==> src/rtl/find_bw_right_edge_if.sv <==
// Bus between the right-edge bandwidth finder and its controller: start request,
// the spectrum arrays in, and the crossing result out.
interface find_bw_right_edge_if #(
   parameter int ACCUM_WIDTH    = 16,
   parameter int FREQ_BIN_WIDTH = 9,
   parameter int NUM_ACCUMS     = 16,
   parameter int FRAC_WIDTH     = 8
);
   logic                      start_i;
   logic [ACCUM_WIDTH-1:0]    accumulator_val_i [NUM_ACCUMS];
   logic [FREQ_BIN_WIDTH-1:0] freq_bin_i        [NUM_ACCUMS];
   logic [FREQ_BIN_WIDTH-1:0] f1_o;
   logic [FREQ_BIN_WIDTH-1:0] f2_o;
   logic [ACCUM_WIDTH-1:0]    L1_o;
   logic [ACCUM_WIDTH-1:0]    L2_o;
   logic [FRAC_WIDTH-1:0]     frac_o;
   logic                      found_o;
   logic                      valid_o;
   logic                      busy_o;

   modport master (
      output start_i, accumulator_val_i, freq_bin_i,
      input  f1_o, f2_o, L1_o, L2_o, frac_o, found_o, valid_o, busy_o
   );

   modport slave (
      input  start_i, accumulator_val_i, freq_bin_i,
      output f1_o, f2_o, L1_o, L2_o, frac_o, found_o, valid_o, busy_o
   );
endinterface

==> src/rtl/find_bw_right_edge.sv <==
// Right-edge occupied-bandwidth finder: scans from the spectrum centre upward, keeps the
// rightmost fall through -THRESHOLD_DB, then interpolates the crossing with a restoring divider.
module find_bw_right_edge #(
   parameter int ACCUM_WIDTH    = 16,
   parameter int FREQ_BIN_WIDTH = 9,
   parameter int THRESHOLD_DB   = 30,
   parameter int NUM_ACCUMS     = 16,
   parameter int FRAC_WIDTH     = 8
) (
   input logic                 clk_i,
   input logic                 rst_i,
   find_bw_right_edge_if.slave bus
);
   localparam int IW = $clog2(NUM_ACCUMS);
   localparam int CW = $clog2(FRAC_WIDTH + 1);
   localparam int DW = ACCUM_WIDTH + 2;

   localparam logic [IW-1:0]        IDX_FIRST = IW'(NUM_ACCUMS / 2 - 1);
   localparam logic [IW-1:0]        IDX_LAST  = IW'(NUM_ACCUMS - 2);
   localparam logic [CW-1:0]        CNT_LAST  = CW'(FRAC_WIDTH - 1);
   localparam logic signed [DW-1:0] THR       = DW'(THRESHOLD_DB);

   typedef enum logic [1:0] {
      ST_IDLE,
      ST_SCAN,
      ST_DIV,
      ST_DONE
   } state_e;

   state_e                    state_q, state_d;
   logic [IW-1:0]             idx_q, idx_d;
   logic [FREQ_BIN_WIDTH-1:0] f1_q, f1_d, f2_q, f2_d;
   logic [ACCUM_WIDTH-1:0]    l1_q, l1_d, l2_q, l2_d;
   logic [FRAC_WIDTH-1:0]     frac_q, frac_d;
   logic                      found_q, found_d;
   logic [DW-1:0]             rem_q, rem_d, den_q, den_d;
   logic [CW-1:0]             cnt_q, cnt_d;

   logic [ACCUM_WIDTH-1:0] pair_l1, pair_l2;
   logic                   crossing;
   logic [DW-1:0]          rem_shl;
   logic                   qbit;

   function automatic logic [DW-1:0] sext(input logic [ACCUM_WIDTH-1:0] v);
      return {{2{v[ACCUM_WIDTH-1]}}, v};
   endfunction

   // Compared at two extra bits so negating the threshold can never overflow.
   function automatic logic above_thr(input logic [ACCUM_WIDTH-1:0] v);
      return $signed(sext(v)) > -THR;
   endfunction

   assign pair_l1  = bus.accumulator_val_i[idx_q];
   assign pair_l2  = bus.accumulator_val_i[idx_q + IW'(1)];
   assign crossing = above_thr(pair_l1) && !above_thr(pair_l2);

   // Remainder stays <= den, so the doubled value always fits in DW unsigned bits.
   assign rem_shl = rem_q << 1;
   assign qbit    = (rem_shl >= den_q);

   always_comb begin
      // NOTE: every next-state signal gets its hold value first, so no path can infer a latch.
      state_d = state_q;
      idx_d   = idx_q;
      f1_d    = f1_q;
      f2_d    = f2_q;
      l1_d    = l1_q;
      l2_d    = l2_q;
      frac_d  = frac_q;
      found_d = found_q;
      rem_d   = rem_q;
      den_d   = den_q;
      cnt_d   = cnt_q;

      unique case (state_q)
         ST_IDLE: begin
            if (bus.start_i) begin
               state_d = ST_SCAN;
               idx_d   = IDX_FIRST;
               f1_d    = '0;
               f2_d    = '0;
               l1_d    = '0;
               l2_d    = '0;
               frac_d  = '0;
               found_d = 1'b0;
            end
         end
         ST_SCAN: begin
            if (crossing) begin
               f1_d    = bus.freq_bin_i[idx_q];
               f2_d    = bus.freq_bin_i[idx_q + IW'(1)];
               l1_d    = pair_l1;
               l2_d    = pair_l2;
               found_d = 1'b1;
            end
            idx_d = idx_q + IW'(1);
            if (idx_q == IDX_LAST) begin
               if (found_d) begin
                  // Setup uses the _d values so a crossing on the last pair is included.
                  state_d = ST_DIV;
                  rem_d   = sext(l1_d) + THR;
                  den_d   = sext(l1_d) - sext(l2_d);
                  cnt_d   = '0;
               end else begin
                  state_d = ST_DONE;
               end
            end
         end
         ST_DIV: begin
            rem_d  = qbit ? (rem_shl - den_q) : rem_shl;
            frac_d = {frac_q[FRAC_WIDTH-2:0], qbit};
            cnt_d  = cnt_q + CW'(1);
            if (cnt_q == CNT_LAST) state_d = ST_DONE;
         end
         ST_DONE: state_d = ST_IDLE;
         default: state_d = ST_IDLE;
      endcase
   end

   // NOTE: sequential state uses non-blocking assignments so every register samples pre-edge values.
   always_ff @(posedge clk_i) begin
      if (rst_i) begin
         state_q <= ST_IDLE;
         idx_q   <= '0;
         f1_q    <= '0;
         f2_q    <= '0;
         l1_q    <= '0;
         l2_q    <= '0;
         frac_q  <= '0;
         found_q <= 1'b0;
         rem_q   <= '0;
         den_q   <= '0;
         cnt_q   <= '0;
      end else begin
         state_q <= state_d;
         idx_q   <= idx_d;
         f1_q    <= f1_d;
         f2_q    <= f2_d;
         l1_q    <= l1_d;
         l2_q    <= l2_d;
         frac_q  <= frac_d;
         found_q <= found_d;
         rem_q   <= rem_d;
         den_q   <= den_d;
         cnt_q   <= cnt_d;
      end
   end

   assign bus.f1_o    = f1_q;
   assign bus.f2_o    = f2_q;
   assign bus.L1_o    = l1_q;
   assign bus.L2_o    = l2_q;
   assign bus.frac_o  = frac_q;
   assign bus.found_o = found_q;
   assign bus.valid_o = (state_q == ST_DONE);
   assign bus.busy_o  = (state_q == ST_SCAN) || (state_q == ST_DIV);
endmodule

==> src/flat_wrapper.sv <==
// flat-port wrapper written by rule: the top's interface ports become plain ports
module find_bw_right_edge_flat 
#(
   parameter int ACCUM_WIDTH    = 16,
   parameter int FREQ_BIN_WIDTH = 9,
   parameter int THRESHOLD_DB   = 30,
   parameter int NUM_ACCUMS     = 16,
   parameter int FRAC_WIDTH     = 8
)
  (clk_i, rst_i, bus_start_i, bus_accumulator_val_i, bus_freq_bin_i, bus_f1_o, bus_f2_o, bus_L1_o, bus_L2_o, bus_frac_o, bus_found_o, bus_valid_o, bus_busy_o);
  find_bw_right_edge_if #(.ACCUM_WIDTH(ACCUM_WIDTH), .FREQ_BIN_WIDTH(FREQ_BIN_WIDTH), .NUM_ACCUMS(NUM_ACCUMS), .FRAC_WIDTH(FRAC_WIDTH)) bus_i ();
  input logic clk_i;
  input logic rst_i;
  input wire logic [$bits(bus_i.start_i)-1:0] bus_start_i;
  input wire logic [$bits(bus_i.accumulator_val_i)-1:0] bus_accumulator_val_i;
  input wire logic [$bits(bus_i.freq_bin_i)-1:0] bus_freq_bin_i;
  output wire logic [$bits(bus_i.f1_o)-1:0] bus_f1_o;
  output wire logic [$bits(bus_i.f2_o)-1:0] bus_f2_o;
  output wire logic [$bits(bus_i.L1_o)-1:0] bus_L1_o;
  output wire logic [$bits(bus_i.L2_o)-1:0] bus_L2_o;
  output wire logic [$bits(bus_i.frac_o)-1:0] bus_frac_o;
  output wire logic [$bits(bus_i.found_o)-1:0] bus_found_o;
  output wire logic [$bits(bus_i.valid_o)-1:0] bus_valid_o;
  output wire logic [$bits(bus_i.busy_o)-1:0] bus_busy_o;
  assign bus_i.start_i = bus_start_i;
  assign bus_i.accumulator_val_i = {>>{bus_accumulator_val_i}};
  assign bus_i.freq_bin_i = {>>{bus_freq_bin_i}};
  assign bus_f1_o = bus_i.f1_o;
  assign bus_f2_o = bus_i.f2_o;
  assign bus_L1_o = bus_i.L1_o;
  assign bus_L2_o = bus_i.L2_o;
  assign bus_frac_o = bus_i.frac_o;
  assign bus_found_o = bus_i.found_o;
  assign bus_valid_o = bus_i.valid_o;
  assign bus_busy_o = bus_i.busy_o;
  find_bw_right_edge #(.ACCUM_WIDTH(ACCUM_WIDTH), .FREQ_BIN_WIDTH(FREQ_BIN_WIDTH), .THRESHOLD_DB(THRESHOLD_DB), .NUM_ACCUMS(NUM_ACCUMS), .FRAC_WIDTH(FRAC_WIDTH)) u_core (.clk_i(clk_i), .rst_i(rst_i), .bus(bus_i));
endmodule
==> config.mk <==
export PLATFORM = sky130hd
export DESIGN_NAME = find_bw_right_edge_flat
export DESIGN_NICKNAME = d
export VERILOG_FILES = /design/src/rtl/find_bw_right_edge_if.sv /design/src/rtl/find_bw_right_edge.sv /design/src/flat_wrapper.sv
export SDC_FILE = /design/constraint.sdc
export NUM_CORES = 1
export LEC_CHECK = 0
export BUFFER_PORTS_ARGS = -buffer_cell sky130_fd_sc_hd__buf_2
export CORE_AREA = 2 2 182 184
export CTS_CLUSTER_DIAMETER = 60
export DETAILED_ROUTE_END_ITERATION = 8
export DIE_AREA = 0 0 184 186
export PLACE_DENSITY = 0.67
export SLEW_MARGIN = 15
export SYNTH_ARGS = -nofsm -noshare
export SYNTH_HDL_FRONTEND = slang
export SYNTH_SLANG_ARGS = --single-unit
export TNS_END_PERCENT = 10
==> constraint.sdc <==
create_clock -name clk_i -period 10.9 [get_ports clk_i]
set_input_delay 1.09 -clock clk_i [delete_from_list [all_inputs] [get_ports clk_i]]
set_output_delay 1.09 -clock clk_i [all_outputs]
set_load 0.005 [all_outputs]
==> results of run 1 <==
-- layout by cell type, fill, tap and decap left out, types with 41 or more instances in the layout --
master	n
a21oi_1	75
a22oi_1	41
buf_2	462
dfxtp_1	100
inv_1	50
mux2i_1	59
mux4_2	219
nand2_1	141
nand3_1	58
nor2_1	123
-- through the flow --
stage	setup WS, ns	hold slack, ns	instances	power, mW	util, %
CTS	2.49	0.453	2121	4.81	49.3
finish	2.42	0.451	2139	4.86	49.4
detailed placement	2.49	0.443	2105	4.45	48.3
global route	1.86	0.487	2138	5.20	49.4
floorplan	2.67	0.432	1331	3.57	-
global placement	2.73	0.440	2105	4.42	48.3
-- report_power, final --
part	internal, mW	total (mW)	switching (mW)
Sequential	0.435	0.565	0.130
Clock	0.192	0.342	0.150
Combinational	1.82	3.96	2.13
Total	2.45	4.86	2.41
-- registers in the layout, summed over array words and instances, names as in the netlist --
name	count
u_core.den_q	17
u_core.rem_q	17
u_core.bus.L1_o	16
u_core.bus.L2_o	16
u_core.bus.f1_o	9
u_core.bus.f2_o	9
u_core.bus.frac_o	8
u_core.cnt_q	4
u_core.idx_q	4
u_core.state_q	2
u_core.bus.found_o	1
-- kinds of logic after synthesis --
kind of cell / synth area share, %
simple gates: 14.8
mux: 43.6
flops: 15.7
compound gates: 13.0
buf+inv: 5.60
xor+xnor: 2.87
fa+ha+maj: 4.39
-- path summary, 6_finish.rpt --
path,to,slack [ns],cells after the start
max reg2reg,u_core.den_q[14],2.42,24
min,u_core.bus.f1_o[8],0.45,2
min reg2reg,u_core.bus.f1_o[8],0.45,2
max,u_core.den_q[14],2.42,24
-- layer usage --
layer	share of wire, %	global-route usage, %
met1	39	40.4
met2	46	47.0
met3	11	9.08
met4	3.7	12.5
met5	0.33	5.33
-- cell type report --
class                           instances  area [um2]  share of cell area (%)
Tap cell                              408         510                    3.21
Clock inverter                          4        52.6                   0.330
Multi-Input combinational cell       1067       10400                    65.2
Timing Repair Buffer                  475        2410                    15.1
Antenna cell                           18        45.0                   0.283
Clock buffer                           12         256                    1.61
Inverter                               52         195                    1.23
Sequential cell                       103        2070                    13.0
-- critical path: cells and delay by family (launching register included) --
kind                     cells  cell delay [ns]
AO/OA/AOI/OAI               11             2.59
adder cells (fa/ha/maj)      4             1.91
buffers and inverters        3             1.52
multiplexers                 4             1.12
flip-flops                   1             0.78
AND/OR/NAND/NOR              2             0.31
==> flow_metrics.py, run 1 <==
metrics = {
    "sta": {
        "fin_crit_sh_pct": 77.8,
        "setup_viol": 0,
        "tightest_slew_ns": 1.25,
        "rsz0062_at_grt": "false",
        "fin_crit_ns": 8.48,
        "fmax_mhz": 118,
        "finalHoldViolations": 0,
        "maxSlewHeadroom_pct": 16.6,
        "skew_ns": 0.00917,
        "slew_viol_final": 0,
        "setup_tns_ns": 0,
    },
    "synthesis": {
        "synth.most_common_cell": "mux4_2",
        "synth_edf_count": 0,
        "yosysWarnings": 0,
        "post-synth-top-area-cell": "mux4_2",
        "yosysTopAreaCellShare_pct": 37.6,
        "synth_seq_area_share_pct": 15.7,
        "syn_nets": 1774,
        "yosys.cell_types.count": 74,
        "synthTopCellsByArea": "mux4_2, dfxtp_1, mux2i_1",
        "ys.flop_type": "dfxtp_1",
        "synthArstFlopShare_pct": 0,
        "synth_common_cells": "mux4_2, nand2_1, nor2_1",
        "syn_inst": 1331,
        "syn_avg_cell_area_um2": 9.85,
        "ys_seq_elements": 103,
        "netlist_area_mm2": 0.0131,
    },
    "floorplan": {
        "die_height_um": 186,
        "die_width_um": 184,
        "initial_core_util_pct": 40.7,
        "dieArea_mm2": 0.0342,
        "rows": 66,
        "io-pin-count": 464,
        "coreArea_mm2": 0.0322,
    },
    "job": {
        "drv_cap": 0,
    },
    "critical_path": {
        "path_max_fanout": 62,
        "cp_common_cell": "a21o_1",
        "crit_arrival_ns": 8.67,
        "max_stage_delay_ns": 0.79,
        "reg2reg_from": "u_core.idx_q[0]",
        "critPathKind": "flip-flop to flip-flop",
        "worstSetupStartpointType": "flip-flop",
        "crit_start": "u_core.idx_q[0]",
        "cp.required_ns": 11.09,
        "crit_chain": "inv_2 -> ha_4 -> buf_4 -> mux2i_1 -> mux4_2 -> or3_1 -> a2111oi_0 -> a31o_2 -> a211oi_4 -> buf_4 -> mux2i_1 -> fa_1 -> a21o_1 -> a21o_1 -> a21o_1 -> maj3_1 -> a21oi_1 -> o21ai_0 -> maj3_1 -> mux2_2 -> a311o_1 -> a31oi_1 -> or4_1 -> o311ai_0",
        "cpMaxStageDelayCell": "buf_4",
        "endpoint_kind": "flip-flop",
    },
    "clock_tree": {
        "insertion_delay_ns": 0.35,
        "cts_tree": "done",
        "clk_pin_slew_ns": 0.08,
        "h-tree-depth": 3,
        "cts_buffers": 9,
        "post_cts_resized": 0,
        "holdBufCountCts": 0,
        "post_cts_buffers": 0,
        "clock-root-buffer": "clkbuf_16",
        "clk_path_buf_depth": 2,
        "cts_sinks": 103,
    },
    "power_and_ir_drop": {
        "leakage_nw": 6.43,
        "cellPowerDensity_mw_per_mm2": 305,
        "peakVddDrop_uv": 193,
    },
    "grt": {
        "antenna_found_initial": 18,
        "grt_pass1_wl_um": 79300,
        "grt_max_degree": 108,
        "grt_pass1_vias": 13009,
        "overflow": 0,
        "gr-usage-all-layers_pct": 30.7,
    },
    "placed_design": {
        "dpl.hpwl_um": 44400,
        "portBuffers": 463,
        "place_area_mm2": 0.0156,
        "gp_congestion": 0.995,
    },
    "detailed_routing": {
        "drt_pass1_iterations": 8,
        "drtIter0Drc": 1286,
        "drc_errors": 0,
        "routedWlPerCell_um": 25.4,
        "dr_total_vias": 13687,
        "viasPerCell": 6.40,
        "antenna_left": 0,
        "drt_wl_total_um": 54300,
    },
    "hold_path": {
        "worstHoldStart": "u_core.bus.f1_o[8]",
        "hold_path.class": "flip-flop to flip-flop",
    },
    "cells_and_area": {
        "drive_above_1_share_pct": 43.9,
        "nFillCells": 3034,
        "finalInstanceArea_mm2": 0.0159,
        "final_net_count": 2151,
        "area_delta_synth_final_pct": 21.4,
    },
    "run_status": {
        "outcome": "completed",
    },
}
(Power assumes the default switching activity.)
==> run 2, diff against run 1 <==
--- a/config.mk
+++ b/config.mk
@@ -6,11 +6,11 @@
 export NUM_CORES = 1
 export LEC_CHECK = 0
 export BUFFER_PORTS_ARGS = -buffer_cell sky130_fd_sc_hd__buf_2
-export CORE_AREA = 2 2 182 184
+export CORE_AREA = 2 2 181 183
 export CTS_CLUSTER_DIAMETER = 60
 export DETAILED_ROUTE_END_ITERATION = 8
-export DIE_AREA = 0 0 184 186
-export PLACE_DENSITY = 0.67
+export DIE_AREA = 0 0 183 185
+export PLACE_DENSITY = 0.71
 export SLEW_MARGIN = 15
 export SYNTH_ARGS = -nofsm -noshare
 export SYNTH_HDL_FRONTEND = slang
==> constraint.sdc (replaced) <==
create_clock -name clk_i -period 7.6 [get_ports clk_i]
set_input_delay 0.76 -clock clk_i [delete_from_list [all_inputs] [get_ports clk_i]]
set_output_delay 0.76 -clock clk_i [all_outputs]
set_load 0.005 [all_outputs]
==> flow_metrics.py, run 2 (synthesis gave the netlist of run 1 again) <==
metrics = {
    "run_status": {
        "outcome": "completed",
    },
    "critical_path": {
        "r2r_setup_slack_ns": 0.42,
        "cp.required_ns": 7.80,
        "endpoint_kind": "flip-flop",
        "crit_arrival_ns": 7.39,
        "crit_chain": "buf_4 -> nand3_1 -> xnor2_2 -> buf_4 -> mux4_2 -> a2111o_1 -> a211oi_4 -> buf_4 -> mux2_2 -> ha_1 -> inv_1 -> fa_1 -> a21o_1 -> a21o_1 -> a21o_1 -> maj3_1 -> a21oi_1 -> o21ai_0 -> maj3_1 -> mux2_2 -> a311o_1 -> a31oi_1 -> or4_1 -> o311ai_0",
        "path_max_fanout": 26,
        "reg2reg_from": "u_core.idx_q[1]",
        "cpMaxStageDelayCell": "dfxtp_4",
        "worstReg2RegEnd": "u_core.den_q[14]",
        "worstSetupStartpointType": "flip-flop",
        "critPathKind": "flip-flop to flip-flop",
        "max_stage_delay_ns": 0.57,
        "reg2reg_depth": 24,
    },
    "cells_and_area": {
        "final_net_count": 2169,
        "fin_util_pct": 50.1,
        "area_delta_synth_final_pct": 22.5,
        "final_cell_mix": "buf_2, mux4_2, nand2_1",
        "reg.largest.list": "u_core.den_q: 17 flops, u_core.rem_q: 17 flops",
        "final_common_cell": "buf_2",
        "final_cells": 2156,
        "drive_above_1_share_pct": 44.5,
        "finalInstanceArea_mm2": 0.0161,
    },
    "clock_tree": {
        "cts_tree": "done",
        "h-tree-depth": 3,
        "clk_path_buf_depth": 2,
        "post_cts_buffers": 0,
        "clk_pin_slew_ns": 0.08,
        "cts_sinks": 103,
        "insertion_delay_ns": 0.35,
        "clock-root-buffer": "clkbuf_16",
        "holdBufCountCts": 0,
        "post_cts_resized": 0,
        "cts_buffers": 9,
    },
    "grt": {
        "grt_max_degree": 66,
        "gr-usage-all-layers_pct": 30.8,
        "grt_pass1_vias": 13369,
        "grt_pass1_wl_um": 79500,
        "antenna_found_initial": 20,
        "overflow": 0,
    },
    "detailed_routing": {
        "drc_errors": 0,
        "routedWlPerCell_um": 25.2,
        "drt_wl_total_um": 54300,
        "viasPerCell": 6.46,
        "antenna_left": 0,
        "drt_pass1_iterations": 5,
        "drtIter0Drc": 1516,
        "dr_total_vias": 13917,
    },
    "hold_path": {
        "worstHoldStart": "u_core.den_q[4]",
        "min_path_cells": 2,
        "hold_end": "u_core.den_q[4]",
        "hold_path.class": "flip-flop to flip-flop",
    },
    "sta": {
        "slew_viol_final": 0,
        "finalHoldViolations": 0,
        "tightest_slew_ns": 1.06,
        "fmax_mhz": 139,
        "fin_ws_ns": 0.418,
        "fin_crit_sh_pct": 94.5,
        "skew_ns": 0.0127,
        "whs_ns": 0.454,
        "setup_tns_ns": 0,
        "rsz0062_at_grt": "false",
        "setup_viol": 0,
        "fin_crit_ns": 7.18,
        "maxSlewHeadroom_pct": 29.1,
    },
    "job": {
        "drv_cap": 0,
    },
    "floorplan": {
        "rows": 66,
        "initial_core_util_pct": 40.9,
        "dieArea_mm2": 0.0339,
        "die_width_um": 183,
        "die_height_um": 185,
        "coreArea_mm2": 0.0320,
        "io-pin-count": 464,
    },
    "placed_design": {
        "placed_cells": 2123,
        "portBuffers": 463,
        "dpl.hpwl_um": 44600,
        "place_area_mm2": 0.0157,
        "dp_slack_ns": 0.436,
        "gp_congestion": 1.02,
    },
    "power_and_ir_drop": {
        "cellPowerDensity_mw_per_mm2": 438,
        "peakVddDrop_uv": 338,
        "total_power_mw": 7.04,
        "leakage_nw": 6.52,
    },
}
-- run 2: layout make-up --
type / count / area, um2
inverters: 52 / 196
fillers: 2969 / 16000
clock inverters: 7 / 67.6
flip-flops and latches: 103 / 2070
multi-input cells: 1067 / 10400
repair buffers: 493 / 2570
well taps: 408 / 510
diodes: 17 / 42.5
clock buffers: 9 / 225
-- run 2: worst max path at each step --
stage                    start          endpoint  slack, ns
2_1_floorplan  u_core.idx_q[0]  u_core.den_q[14]      0.003
3_3_place_gp   u_core.idx_q[1]  u_core.den_q[14]       0.55
3_5_place_dp   u_core.idx_q[1]  u_core.den_q[14]       0.44
4_1_cts        u_core.idx_q[1]  u_core.den_q[14]       0.42
5_1_grt        u_core.idx_q[1]  u_core.den_q[14]       0.05
6_report       u_core.idx_q[1]  u_core.den_q[14]       0.42
-- run 2: worst max-delay path: cells and delay by family, from the launching register on --
kind / cells / cell delay (ns)
compound gates: 10 / 2.41
fa+ha+maj: 4 / 1.31
mux: 3 / 1.04
buf+inv: 4 / 1.02
flops: 1 / 0.57
simple gates: 2 / 0.43
xor+xnor: 1 / 0.21
-- run 2: metal layers --
metal,vias to the layer above,track usage [%],wire length [um]
met5,-,1.63,154
met4,8,12.1,2350
met3,154,8.06,5570
met2,898,49.4,25600
met1,6842,39.9,20600
li1,6015,-,-
-- run 2: power by group --
part	total [mW]	internal [mW]	leakage, nW	switching, mW
registers	0.738	0.624	0.836	0.114
clock network	0.460	0.231	0.145	0.229
logic	5.84	2.67	5.54	3.17
total	7.04	3.53	6.52	3.51
==> run 3, diff against run 2 <==
==> constraint.sdc (replaced) <==
create_clock -name clk_i -period 6.5 [get_ports clk_i]
set_input_delay 0.65 -clock clk_i [delete_from_list [all_inputs] [get_ports clk_i]]
set_output_delay 0.65 -clock clk_i [all_outputs]
set_load 0.005 [all_outputs]
==> flow_metrics.py, run 3 (synthesis gave the netlist of run 1 again) <==
metrics = {
    "job": {
        "drv_cap": 0,
    },
    "critical_path": {
        "endpoint_kind": "flip-flop",
        "critPathKind": "flip-flop to flip-flop",
        "crit_chain": "clkinv_8 -> ha_4 -> buf_12 -> mux4_2 -> mux4_2 -> a2111o_1 -> a211oi_4 -> buf_12 -> mux2_2 -> ha_1 -> o21ai_0 -> a21oi_1 -> or2_4 -> maj3_2 -> a221o_1 -> nand4_1 -> o311ai_1 -> a31oi_1 -> o21ai_1 -> or4b_2 -> o311ai_1",
        "worstSetupStartpointType": "flip-flop",
        "path_delay_family": "compound AO/OA/AOI/OAI gates",
        "worstReg2RegEnd": "u_core.den_q[15]",
        "max_stage_delay_ns": 0.61,
        "crit_buf_inv": 3,
        "r2r_setup_slack_ns": 0.22,
        "cp_num_cells": 21,
        "reg2reg_depth": 21,
        "crit_arrival_ns": 6.55,
        "path_max_fanout": 12,
        "reg2reg_from": "u_core.idx_q[0]",
        "cpMaxStageDelayCell": "or4b_2",
        "cp.required_ns": 6.76,
    },
    "sta": {
        "whs_ns": 0.452,
        "setup_viol": 0,
        "maxSlewHeadroom_pct": 27.8,
        "setup_tns_ns": 0,
        "slew_viol_final": 0,
        "fin_crit_ns": 6.28,
        "fin_crit_sh_pct": 96.6,
        "finalHoldViolations": 0,
        "tightest_slew_ns": 1.08,
        "skew_ns": 0.0136,
        "fmax_mhz": 159,
    },
    "grt": {
        "gr-usage-all-layers_pct": 31.4,
        "antenna_found_initial": 19,
        "grt_pass1_vias": 13327,
        "grt_use_met1_pct": 40.2,
        "grtUsageMet2_pct": 49.5,
        "grt_max_degree": 89,
        "overflow": 0,
        "grt_pass1_wl_um": 80700,
        "gr-usage-met3_pct": 8.51,
        "grt-busiest-layer": "met2",
    },
    "floorplan": {
        "dieArea_mm2": 0.0339,
        "die_width_um": 183,
        "die_height_um": 185,
        "io-pin-count": 464,
        "initial_core_util_pct": 40.9,
        "coreArea_mm2": 0.0320,
        "rows": 66,
    },
    "hold_path": {
        "min_path_cells": 2,
        "hold_path.class": "flip-flop to flip-flop",
        "worstHoldStart": "u_core.bus.f2_o[8]",
        "hold_end": "u_core.bus.f2_o[8]",
    },
    "cells_and_area": {
        "drive_above_1_share_pct": 46.1,
        "final_net_count": 2190,
        "fin_util_pct": 51.4,
        "final_cells": 2181,
        "nFillCells": 2917,
        "final_cell_mix": "buf_2, mux4_2, nand2_1",
        "final_common_cell": "buf_2",
        "reg.largest.list": "u_core.den_q: 17 flops, u_core.rem_q: 17 flops",
        "area_delta_synth_final_pct": 25.6,
    },
    "clock_tree": {
        "clk_path_buf_depth": 2,
        "cts_sinks": 103,
        "h-tree-depth": 3,
        "clk_pin_slew_ns": 0.08,
        "clock-root-buffer": "clkbuf_16",
        "holdBufCountCts": 0,
        "cts_tree": "done",
        "insertion_delay_ns": 0.37,
        "cts_buffers": 9,
    },
    "detailed_routing": {
        "antenna_left": 0,
        "drt_wl_total_um": 55100,
        "drt_pass1_iterations": 8,
        "routedWlPerCell_um": 25.3,
        "drtIter0Drc": 1824,
        "drc_errors": 0,
        "dr_total_vias": 14006,
        "viasPerCell": 6.42,
    },
    "power_and_ir_drop": {
        "total_power_mw": 8.74,
        "leakage_nw": 6.69,
        "cellPowerDensity_mw_per_mm2": 531,
        "peakVddDrop_uv": 258,
    },
    "placed_design": {
        "portBuffers": 463,
        "dpl.hpwl_um": 44900,
        "gp_congestion": 1.03,
        "placed_cells": 2137,
    },
    "run_status": {
        "outcome": "completed",
    },
}
-- run 3: cell count changes in the layout (fill, tap and decap cells not counted), moves of 3 or more --
cell,change
buf_12,+5
buf_4,+10
buf_6,+3
diode_2,+4
maj3_1,-3
maj3_2,+3
-- run 3: metal layers --
| metal | up-vias | part of all wire [%] |
|---|---|---|
| li1 | 6065 | - |
| met1 | 6776 | 37 |
| met2 | 978 | 47 |
| met3 | 185 | 11 |
| met4 | 2 | 4.8 |
| met5 | - | 0.098 |
-- run 3: how the worst max path moves through the flow --
stage / start / end / slack (ns)
detailed placement: u_core.idx_q[1] / u_core.den_q[14] / 0.05
floorplan: u_core.idx_q[0] / u_core.den_q[14] / -0.34
CTS: u_core.idx_q[1] / u_core.den_q[14] / 0.01
global placement: u_core.idx_q[1] / u_core.den_q[15] / 0.15
finish: u_core.idx_q[0] / u_core.den_q[15] / 0.22
global route: u_core.idx_q[0] / u_core.den_q[14] / -0.01
-- run 3: stage by stage --
| stage | setup WS [ns] | cell area, um2 |
|---|---|---|
| 2_1_floorplan | -0.338 | 13300 |
| 3_3_place_gp | 0.147 | 16000 |
| 3_5_place_dp | 0.0464 | 16000 |
| 4_1_cts | 0.0149 | 16300 |
| 5_1_grt | -0.0122 | 16500 |
| 6_report | 0.219 | 16500 |
-- run 3: area by class of cell --
type | instances | area, um2 | share of cell area [%]
well taps | 408 | 510 | 3.10
flip-flops and latches | 103 | 2070 | 12.6
clock buffers | 9 | 225 | 1.37
repair buffers | 514 | 2840 | 17.2
inverters | 52 | 208 | 1.26
clock inverters | 7 | 73.8 | 0.448
multi-input cells | 1067 | 10500 | 63.7
diodes | 21 | 52.6 | 0.319
-- run 3: what timing repair did --
item,4_1_cts,5_1_grt
setup buffers,0,6
gates resized for setup,0,11
endpoints found under the setup margin,0,6
-- run 3: tightest hold or removal path: cells and delay by family, from the launching register on --
kind | cells | cell delay (ns)
flip-flops | 1 | 0.31
AND/OR/NAND/NOR | 1 | 0.05
AO/OA/AOI/OAI | 1 | 0.05
-- run 3: report_power, final --
part	leakage, nW	switching [mW]	internal [mW]
sequential	0.836	0.111	0.731
combinational	5.70	3.92	3.41
clock	0.147	0.288	0.273
